**config.mk**
```make
export PLATFORM = sky130hd
export DESIGN_NAME = nand4_switch_cell
export DESIGN_NICKNAME = d
export VERILOG_FILES = /design/src/rtl/nand4_pkg.sv /design/src/rtl/mos_switch.sv /design/src/rtl/nand4_switch_cell.sv
export SDC_FILE = /design/constraint.sdc
export NUM_CORES = 1
export LEC_CHECK = 0
export CAP_MARGIN = 10
export CORE_MARGIN = 4
export CORE_UTILIZATION = 46
export CTS_BUF_LIST = sky130_fd_sc_hd__clkbuf_8
export DETAILED_ROUTE_END_ITERATION = 6
export GPL_TIMING_DRIVEN = 0
export PLACE_DENSITY = 0.85
export SLEW_MARGIN = 10
export SYNTH_ARGS = -nofsm -noshare
export SYNTH_HDL_FRONTEND = slang
export SYNTH_SLANG_ARGS = --single-unit
```
**constraint.sdc**
```tcl
create_clock -name clk -period 3.2 [get_ports clk]
set_input_delay 0.64 -clock clk [delete_from_list [all_inputs] [get_ports clk]]
set_output_delay 0.64 -clock clk [all_outputs]
set_load 0.005 [all_outputs]
```
**src/rtl/nand4_pkg.sv**
```systemverilog
// Shared constants and types for the 4-input NAND switch-level cell.
package nand4_pkg;

    localparam int unsigned N_IN   = 4;
    localparam int unsigned N_NODE = 3;

    localparam int unsigned IDX_A = 0;
    localparam int unsigned IDX_B = 1;
    localparam int unsigned IDX_C = 2;
    localparam int unsigned IDX_D = 3;

    localparam int unsigned W9 = 0;
    localparam int unsigned W8 = 1;
    localparam int unsigned W7 = 2;

    typedef logic [N_IN-1:0]   nand_in_t;
    typedef logic [N_NODE-1:0] node_t;

    typedef enum logic {
        MOS_PMOS = 1'b0,
        MOS_NMOS = 1'b1
    } mos_kind_t;

    function automatic logic nand_eval(input nand_in_t x);
        return ~&x;
    endfunction

endpackage

```
**src/rtl/mos_switch.sv**
```systemverilog
// Single transistor conduction evaluator: PMOS conducts on a low gate, NMOS on a high gate.
module mos_switch
    import nand4_pkg::*;
#(
    parameter mos_kind_t KIND = MOS_NMOS
) (
    input  logic gate,
    output logic conduct
);

    assign conduct = (KIND == MOS_PMOS) ? ~gate : gate;

endmodule

```
**src/rtl/nand4_switch_cell.sv**
```systemverilog
// Cycle-accurate model of a static CMOS NAND4 with built-in binary pattern generator
// and a sticky self-check on the gate output.
module nand4_switch_cell
    import nand4_pkg::*;
#(
    parameter logic GEN_DEFAULT = 1'b1
) (
    input  logic     clk,
    input  logic     rst,
    input  logic     en,
    input  logic     gen_sel,
    input  nand_in_t ext_in,
    output nand_in_t pattern,
    output logic     out1,
    output nand_in_t pu_on,
    output nand_in_t pd_on,
    output node_t    node_low,
    output logic     err
);

    logic     use_gen;
    nand_in_t gin;
    nand_in_t pu_c;
    nand_in_t pd_c;
    logic     w9_c;
    logic     w8_c;
    logic     w7_c;
    nand_in_t gin_q;
    logic     chk_vld;
    logic     mismatch_c;

    // Source select falls back to the reset default while rst is asserted.
    always_comb begin
        use_gen = gen_sel;
        if (rst) begin
            use_gen = GEN_DEFAULT;
        end
        gin = use_gen ? pattern : ext_in;
    end

    for (genvar k = 0; k < N_IN; k++) begin : g_dev
        mos_switch #(.KIND(MOS_PMOS)) u_pmos (
            .gate    (gin[k]),
            .conduct (pu_c[k])
        );
        mos_switch #(.KIND(MOS_NMOS)) u_nmos (
            .gate    (gin[k]),
            .conduct (pd_c[k])
        );
    end

    // Stack nodes are pulled to vss through the contiguous conducting NMOS chain from D upward.
    always_comb begin
        w9_c = pd_c[IDX_D];
        w8_c = pd_c[IDX_C] & w9_c;
        w7_c = pd_c[IDX_B] & w8_c;
    end

    // Output must match NAND of last gin, and exactly one network must be active.
    always_comb begin
        mismatch_c = 1'b0;
        if (chk_vld) begin
            mismatch_c = (out1 != nand_eval(gin_q))
                       | ~((|pu_on) ^ (&pd_on))
                       | (out1 != (|pu_on));
        end
    end

    always_ff @(posedge clk) begin
        if (rst) begin
            pattern  <= '0;
            out1     <= 1'b1;
            pu_on    <= '1;
            pd_on    <= '0;
            node_low <= '0;
            err      <= 1'b0;
            gin_q    <= '0;
            chk_vld  <= 1'b0;
        end else begin
            if (en) begin
                pattern <= pattern + N_IN'(1);
            end
            out1         <= |pu_c;
            pu_on        <= pu_c;
            pd_on        <= pd_c;
            node_low[W9] <= w9_c;
            node_low[W8] <= w8_c;
            node_low[W7] <= w7_c;
            gin_q        <= gin;
            chk_vld      <= 1'b1;
            if (mismatch_c) begin
                err <= 1'b1;
            end
        end
    end

endmodule

```
==> results.cfg <==
[outcome]
status = finished clean

[synth]
yosysTopAreaCell = dfxtp_1
synthFlopType = dfxtp_1
ys_seq_area_frac = 0.554
async_flop_share = 0
avgSynthCellArea_um2 = 10.6
yosysWarnings = 0
syn_area_um2 = 614
ys_ff_latch = 17
ys_top_cells_by_area = dfxtp_1 55%, mux2i_1 4.9%, nor2_1 3.1%, xor2_1 2.9%, a221oi_2 2.4%
synth_edf_count = 0
syn_nets = 67
ys_types = 27
postSynthCellCount = 58
synthDominantCellAreaShare = 0.554

[pwr]
vdd_ir_drop_max_mv = 0.299
p_per_area_nw_per_um2 = 481
finalPower_mw = 0.437
p_leak_nw = 0.372

[job]
cap_viol_max_count = 0

[setup_path]
crit_path_max_incr_delay_ns = 0.55
worst_setup_path_start_kind = flop
critical_path.slowest_cell = clkdlybuf4s50_1
cp-end-kind = primary output
worstPathRequired_ns = 2.56
arrival_ns = 1.22
path_cells = clkdlybuf4s50_1
critPathBufInv = 1
r2r.worst_path.cells = 3
crit_fanout = 5
critPathKind = reg -> out
crit_cells = 1
cp_top_family = buffers and inverters

[timing]
setup_ws_ns = 1.34
setup_tns_ns = 0
finClkSkew_ns = 0.00137
relSlewSlack = 0.762
grt_setup_unrepaired = no
worst_slew_pin_slew_ns = 0.357
period_needed_ns = 1.86
max_clock_freq_mhz = 537
fin_crit_sh = 0.582
setup_viol_count_final = 0
whs_ns = 0.527
hold_viol = 0
final_max_slew_viol_count = 0

[min_path]
min_path_type = reg -> reg
whs_path_depth = 2

[drt]
wirelength_um = 1290
ant_nets = 0
drt_pre_antenna_iters = 4
drc_errors = 0
vias_per_cell = 4.88
drtIter0Drc = 3
wl_per_cell_um = 13.0
num_vias = 483

[placement]
post-place-ws_ns = 1.17
place_congestion = 0.672
port_buffers = 23
hpwl_um = 1040
place_inst = 95
dpl_cell_area_um2 = 862

[floorplan]
num_rows = 12
core_um2 = 1190
ios = 25
die_h_um = 44.5
die_area_um2 = 1980
die_w_um = 44.5
start_util = 0.518

[cts]
postCtsSetupBuffers = 0
clk_pin_slew_ns = 0.06
ctsResizeCount = 0
cts_max_path_buffers = 2
htreeDepth = 1
clock-sinks = 17
clk_latency_ns = 0.25
cts_tree = yes
numCtsBuffers = 3
cts_root_buffer = clkbuf_8
ctsHoldBuffers = 0

[final_layout]
instances_no_fill = 99
insertedDiodeCount = 0
syn2layout_area_growth_pct = 47.9
final_common_cell = clkdlybuf4s50_1
layout_common_cells = 23 x clkdlybuf4s50_1, 17 x dfxtp_1, 5 x nor2_1, 4 x inv_1
nNetsFinal = 95
final_layout_size_suffix_gt1_frac = 0.118
final_core_util = 0.766
finalInstanceArea_um2 = 908
fillers = 92

[global_route]
track_usage = 0.138
grt_pass1_wl_um = 1940
antenna_found_initial = 0
grt_pass1_vias = 479
grt_max_degree = 11
overflow = 0
state kept, by name, indices dropped and copies added (netlist names):
name	flops
chk_vld	1
err	1
gin_q	3
node_low	3
out1	1
pattern	4
pu_on	4
cells by family after synthesis:
| group | Yosys count | synth area share |
|---|---|---|
| and+or+nand+nor | 22 | 0.212 |
| AOI/OAI and AO/OA | 5 | 0.0611 |
| muxes | 3 | 0.0489 |
| buffers and inverters | 7 | 0.0611 |
| adders and majority gates | 1 | 0.0204 |
| DFF | 17 | 0.554 |
| xor gates and xnor gates | 3 | 0.0428 |
area by class of cell:
type / count / area, um2 / area share
well taps: 14 / 17.5 / 0.0193
clock inverters: 1 / 5.00 / 0.00551
inverters: 4 / 15.0 / 0.0165
repair buffers: 23 / 230 / 0.253
clock buffers: 3 / 41.3 / 0.0455
plain buffers: 3 / 22.5 / 0.0248
multi-input cells: 34 / 236 / 0.260
flip-flops and latches: 17 / 340 / 0.375
cells in the mapped netlist (2+ instances only):
| cell | n |
|---|---|
| dfxtp_1 | 17 |
| nor2_1 | 5 |
| inv_1 | 4 |
| mux2i_1 | 3 |
| nand2_1 | 2 |
| nand2b_1 | 2 |
| nand4_1 | 2 |
| o21ai_0 | 2 |
| or2_2 | 2 |
| xor2_1 | 2 |
power by group:
part	internal, mW	leakage, nW	switching, mW
Combinational	0.0329	0.207	0.0179
Sequential	0.221	0.139	0.00721
Clock	0.0863	0.0255	0.0713
path summary, 6_finish.rpt:
path	from	to	slack [ns]
worst max-delay path	pattern[0]$_SDFFE_PP0P_	pattern[0]	1.34
worst min-delay path	chk_vld$_DFF_P_	err$_SDFFE_PP0P_	0.53
worst max register to register	pu_on[1]$_SDFF_PP1_	err$_SDFFE_PP0P_	1.95
worst min register to register	chk_vld$_DFF_P_	err$_SDFFE_PP0P_	0.53
layer usage:
| metal | share of wire | track usage | routed length, um | vias up |
|---|---|---|---|---|
| met5 | 0 | 0 | 0 | - |
| met4 | 0.0085 | 0.0361 | 11 | 0 |
| met3 | 0.075 | 0.0650 | 96 | 2 |
| met2 | 0.52 | 0.255 | 667 | 17 |
| met1 | 0.40 | 0.135 | 512 | 216 |
| li1 | - | - | - | 248 |
(Power assumes the default switching activity.)
